`src/rtl/exp_arbiter.sv`:
```
// exp_arbiter: round-robin sharing of one exp pipeline between two requesters.
// Optional macro EXP_CLAMP_EN: clamp granted samples to +/-2.0, sticky clamp_seen.
module exp_arbiter #(
  parameter int EXP_LAT    = 3,
  parameter int FIFO_DEPTH = 4
) (
  input  logic        CLK,
  input  logic        RST,
  input  logic        req0_valid,
  output logic        req0_ready,
  input  logic [15:0] req0_data,
  input  logic        req1_valid,
  output logic        req1_ready,
  input  logic [15:0] req1_data,
  output logic        res0_valid,
  input  logic        res0_ready,
  output logic [15:0] res0_data,
  output logic        res1_valid,
  input  logic        res1_ready,
  output logic [15:0] res1_data,
  output logic [15:0] exp_data,
  input  logic [15:0] exp_result,
  output logic        busy,
  output logic        clamp_seen
);

  localparam int AW = $clog2(FIFO_DEPTH);
  localparam int CW = $clog2(FIFO_DEPTH + 1);
  localparam logic [CW-1:0] FULL = CW'(FIFO_DEPTH);

  logic [1:0]         rv;
  logic [1:0]         elig;
  logic [1:0]         gnt;
  logic [1:0]         push;
  logic [1:0]         pop;
  logic [1:0]         fne;
  logic               win;
  logic               gany;
  logic               rr_q;
  logic [15:0]        raw;
  logic [15:0]        smp;
  logic [CW-1:0]      cnt_q [2];
  logic [CW-1:0]      cnt_d [2];
  logic [EXP_LAT-1:0] tv_q;
  logic [EXP_LAT-1:0] tid_q;
  logic [15:0]        mem_q [2][FIFO_DEPTH];
  logic [AW-1:0]      wp_q  [2];
  logic [AW-1:0]      rp_q  [2];
  logic [CW-1:0]      fc_q  [2];

  assign rv      = {req1_valid, req0_valid};
  assign elig[0] = rv[0] && (cnt_q[0] != FULL);
  assign elig[1] = rv[1] && (cnt_q[1] != FULL);

  // Round-robin grant; no grant while reset is held
  always_comb begin
    gnt = 2'b00;
    win = 1'b0;
    if (!RST) begin
      if (&elig) begin
        win = rr_q;
        gnt = rr_q ? 2'b10 : 2'b01;
      end else if (elig[0]) begin
        gnt = 2'b01;
      end else if (elig[1]) begin
        gnt = 2'b10;
        win = 1'b1;
      end
    end
  end

  assign gany       = |gnt;
  assign req0_ready = gnt[0];
  assign req1_ready = gnt[1];
  assign raw        = win ? req1_data : req0_data;

`ifdef EXP_CLAMP_EN
  logic clip;
  logic clamp_q;

  // Saturate the granted sample to [-2.0, +2.0]
  always_comb begin
    smp  = raw;
    clip = 1'b0;
    if ($signed(raw) > $signed(16'h0800)) begin
      smp  = 16'h0800;
      clip = 1'b1;
    end else if ($signed(raw) < $signed(16'hF800)) begin
      smp  = 16'hF800;
      clip = 1'b1;
    end
  end

  // Sticky record of any clamp on a granted sample
  always_ff @(posedge CLK) begin
    if (RST) begin
      clamp_q <= 1'b0;
    end else if (gany && clip) begin
      clamp_q <= 1'b1;
    end
  end

  assign clamp_seen = clamp_q;
`else
  assign smp        = raw;
  assign clamp_seen = 1'b0;
`endif

  assign exp_data = gany ? smp : 16'h0000;

  assign push[0] = tv_q[EXP_LAT-1] && !tid_q[EXP_LAT-1];
  assign push[1] = tv_q[EXP_LAT-1] &&  tid_q[EXP_LAT-1];

  assign fne[0]  = fc_q[0] != '0;
  assign fne[1]  = fc_q[1] != '0;
  assign pop[0]  = fne[0] && res0_ready;
  assign pop[1]  = fne[1] && res1_ready;

  assign res0_valid = fne[0];
  assign res1_valid = fne[1];
  assign res0_data  = fne[0] ? mem_q[0][rp_q[0]] : 16'h0000;
  assign res1_data  = fne[1] ? mem_q[1][rp_q[1]] : 16'h0000;

  // Credit next-state: grant reserves a slot, pop releases it
  always_comb begin
    for (int i = 0; i < 2; i++) begin
      cnt_d[i] = cnt_q[i];
      if (gnt[i] && !pop[i]) begin
        cnt_d[i] = cnt_q[i] + CW'(1);
      end else if (!gnt[i] && pop[i]) begin
        cnt_d[i] = cnt_q[i] - CW'(1);
      end
    end
  end

  // Credit counters and round-robin pointer
  always_ff @(posedge CLK) begin
    if (RST) begin
      cnt_q[0] <= '0;
      cnt_q[1] <= '0;
      rr_q     <= 1'b0;
    end else begin
      cnt_q[0] <= cnt_d[0];
      cnt_q[1] <= cnt_d[1];
      if (gany) begin
        rr_q <= ~win;
      end
    end
  end

  // Tag delay line tracking which requester owns each pipeline slot
  always_ff @(posedge CLK) begin
    if (RST) begin
      tv_q  <= '0;
      tid_q <= '0;
    end else begin
      tv_q[0]  <= gany;
      tid_q[0] <= win;
      for (int k = 1; k < EXP_LAT; k++) begin
        tv_q[k]  <= tv_q[k-1];
        tid_q[k] <= tid_q[k-1];
      end
    end
  end

  // Result FIFO pointers and occupancy
  always_ff @(posedge CLK) begin
    if (RST) begin
      for (int i = 0; i < 2; i++) begin
        wp_q[i] <= '0;
        rp_q[i] <= '0;
        fc_q[i] <= '0;
      end
    end else begin
      for (int i = 0; i < 2; i++) begin
        if (push[i]) begin
          wp_q[i] <= wp_q[i] + AW'(1);
        end
        if (pop[i]) begin
          rp_q[i] <= rp_q[i] + AW'(1);
        end
        if (push[i] && !pop[i]) begin
          fc_q[i] <= fc_q[i] + CW'(1);
        end else if (!push[i] && pop[i]) begin
          fc_q[i] <= fc_q[i] - CW'(1);
        end
      end
    end
  end

  // Result FIFO storage; contents are masked while empty
  always_ff @(posedge CLK) begin
    for (int i = 0; i < 2; i++) begin
      if (push[i]) begin
        mem_q[i][wp_q[i]] <= exp_result;
      end
    end
  end

  assign busy = (cnt_q[0] != '0) || (cnt_q[1] != '0);

endmodule

```
`config.mk`:
```
export PLATFORM = sky130hd
export DESIGN_NAME = exp_arbiter
export DESIGN_NICKNAME = d
export VERILOG_FILES = /design/src/rtl/exp_arbiter.sv
export SDC_FILE = /design/constraint.sdc
export NUM_CORES = 1
export LEC_CHECK = 0
export BUFFER_PORTS_ARGS = -buffer_cell sky130_fd_sc_hd__buf_2
export CORE_MARGIN = 1
export CORE_UTILIZATION = 47
export CTS_BUF_LIST = sky130_fd_sc_hd__clkbuf_8
export DETAILED_ROUTE_END_ITERATION = 10
export PLACE_DENSITY = 0.68
export SYNTH_ARGS = -nofsm -noshare
export SYNTH_HDL_FRONTEND = slang
export SYNTH_SLANG_ARGS = --single-unit
```
`constraint.sdc`:
```
create_clock -name CLK -period 7.06 [get_ports CLK]
set_clock_uncertainty 0.15 [all_clocks]
set_input_delay 1.765 -clock CLK [delete_from_list [all_inputs] [get_ports CLK]]
set_output_delay 1.765 -clock CLK [all_outputs]
set_load 0.02 [all_outputs]
```
==> flow_summary.toml <==
[clock_tree]
clockBufferDepth = 2
clk_pin_slew_ns = 0.08
cts_root_buf = "clkbuf_8"
cts.repair.resized = 0
cts_inserted_buffers = 17
ctsHoldBuffers = 0
clock_latency_ns = 0.45
cts_htree_levels = 4
post_cts_buffers = 0
cts_tree = "built"
cts.sinks = 155

[critical_path]
start_kind = "primary input"
arrival_ns = 3.36
worstSetupPathType = "in2out"
required_ns = 5.14
crit_path_end_kind = "primary output"
worstPathMaxFanout = 16

[sta]
max_freq_mhz = 190
rsz0062_at_grt = "false"
min_period_over_period = 0.746
slew_headroom = 0.343
period_minus_slack_ns = 5.27
tns_ns = 0
whs_ns = 0.289
hold_viol = 0
setup_violations = 0
worstMarginPinSlew_ns = 0.985
setup_ws_ns = 1.79
drv_slew = 0

[detailed_routing]
drt_pass1_iterations = 4
drc = 0
routed_wl_mm = 13.0
antenna_left = 0
vias_per_cell = 5.40
drt_iter0_drc = 278
num_vias = 3838
wl_per_cell_um = 18.3

[pwr]
max-vdd-ir-drop_mv = 0.163
p_leak_nw = 2.85
finalPower_w = 0.00247
p_per_area_nw_per_um2 = 318

[placement]
pre_cts_ws_ns = 1.82
portBuffers = 106
place_congestion = 0.769
dp_hpwl_mm = 8.36
placed_area_um2 = 7340

[synthesis]
synth.area.mux_share = 0.111
synth_compound_area_frac = 0.0490
syn_area_um2 = 6700
synth_xor_xnor_area_share = 0.0131
synthSimpleGateAreaFrac = 0.0878
yosysWarnings = 0
synth_ff_type = "edfxtp_1"
synthesis.nets = 480
ys_seq_area_frac = 0.676
synth_edf_count = 142
syn_inst = 410
ys_seq_elements = 155
syn_area_per_cell_um2 = 16.3
synth_top_family_by_area = "multiplexers"
ys_types = 50
synth-adder-area-share = 0.0333
synthArstFlopShare = 0

[grt]
grt_use_total = 0.192
grt_pass1_vias = 3969
overflow = 0
grt_pass1_wl_mm = 20.5
antenna_found_initial = 0
grt_max_degree = 23

[cells_and_area]
drive_above_1_share = 0.343
syn2layout_area_growth_pct = 16.2
n_antenna_cell = 0
nets = 588
fin_area_um2 = 7780

[flow_run]
max-cap-violations = 0

[floorplanning]
die_h_um = 121
start_util = 0.482
die_w_um = 121
rows = 43
io_pins = 108
core_um2 = 13900
die_area_um2 = 14700

[worst_hold_path]
min_path_type = "reg2reg"

[run_status]
outcome = "finished, final reports clean"
-- area by class of cell --
cell class | instances | area (um^2)
Fill cell | 1132 | 6100
Sequential cell | 155 | 4520
Multi-Input combinational cell | 218 | 1980
Timing Repair Buffer | 109 | 553
Clock buffer | 17 | 234
Tap cell | 180 | 225
Clock inverter | 15 | 204
Inverter | 17 | 63.8
-- layer usage --
layer	wire length, um	part of all wire	global-route usage	vias to the layer above
met5	0	0	0	-
met4	130	0.010	0.0810	0
met3	592	0.046	0.0437	11
met2	6840	0.53	0.326	122
met1	5430	0.42	0.235	1935
li1	-	-	-	1770
-- logic make-up (layout without fill, tap and decap cells) --
| kind of cell | after synthesis | after routing |
|---|---|---|
| AND/OR/NAND/NOR | 104 | 104 |
| adder cells (fa/ha/maj) | 16 | 16 |
| XOR/XNOR | 10 | 10 |
| AO/OA/AOI/OAI | 53 | 53 |
| other | 1 | 1 |
| multiplexers | 34 | 34 |
| flip-flops | 155 | 155 |
| buffers and inverters | 37 | 158 |
-- state kept, by name, summed over array words and instances, names as in the netlist --
register	flops
mem_q	128
cnt_q	6
fc_q	6
rp_q	4
wp_q	4
tid_q	3
tv_q	3
rr_q	1
-- report_power, final --
group          internal, W  switching, W  leakage, nW
logic             0.000268      0.000361         1.24
clock network     0.000413      0.000312        0.205
registers          0.00105     0.0000674         1.41
-- placed cells by master, fill, tap and decap left out, types with 16 or more instances in the layout --
| master | instances |
|---|---|
| edfxtp_1 | 142 |
| mux4_2 | 32 |
| nor2_1 | 19 |
| inv_1 | 16 |
| clkbuf_8 | 17 |
| and2_1 | 20 |
| a21oi_1 | 20 |
| buf_2 | 106 |
| nand3_1 | 18 |
| o21ai_0 | 19 |
-- metrics by stage --
| step | util | instances |
|---|---|---|
| 2_1_floorplan | - | 410 |
| 3_3_place_gp | 0.529 | 679 |
| 3_5_place_dp | 0.529 | 679 |
| 4_1_cts | 0.560 | 711 |
| 5_1_grt | 0.560 | 711 |
| 6_report | 0.560 | 711 |
-- path summary, 6_finish.rpt --
kind                              end            startpoint  cells after the start  slack (ns)
min reg2reg        tv_q[2]$_SDFF_PP0_    tv_q[1]$_SDFF_PP0_                      1        0.29
min                tv_q[2]$_SDFF_PP0_    tv_q[1]$_SDFF_PP0_                      1        0.29
max reg2reg  cnt_q[0][5]$_SDFFE_PP0P_  fc_q[1][0]$_DFFE_PP_                     10        3.84
max                       exp_data[4]                   RST                      6        1.79
-- cell usage after synthesis (2+ instances only) --
master | count | area share
a21oi_1 | 20 | 0.015
and2_1 | 20 | 0.019
and2b_1 | 8 | 0.0090
and3_1 | 8 | 0.0075
buf_2 | 7 | 0.0052
buf_4 | 4 | 0.0045
buf_6 | 3 | 0.0050
clkbuf_1 | 3 | 0.0017
dfxtp_1 | 13 | 0.039
edfxtp_1 | 142 | 0.64
fa_1 | 3 | 0.0090
ha_1 | 13 | 0.024
inv_1 | 16 | 0.0090
mux2i_1 | 2 | 0.0030
mux4_2 | 32 | 0.11
nand2_1 | 7 | 0.0039
nand2b_1 | 2 | 0.0019
nand3_1 | 18 | 0.013
nor2_1 | 19 | 0.011
nor2b_1 | 12 | 0.011
o211ai_1 | 2 | 0.0022
o21ai_0 | 19 | 0.014
or2_2 | 2 | 0.0019
xnor2_1 | 6 | 0.0078
xor2_1 | 4 | 0.0052
-- critical path, stage by stage --
cell,delay (ns)
buf_2,0.20
inv_1,0.30
and3_1,0.57
nand3_1,0.17
a21oi_1,0.17
buf_2,0.18
No activity file was read; power rests on OpenSTA's default activity.
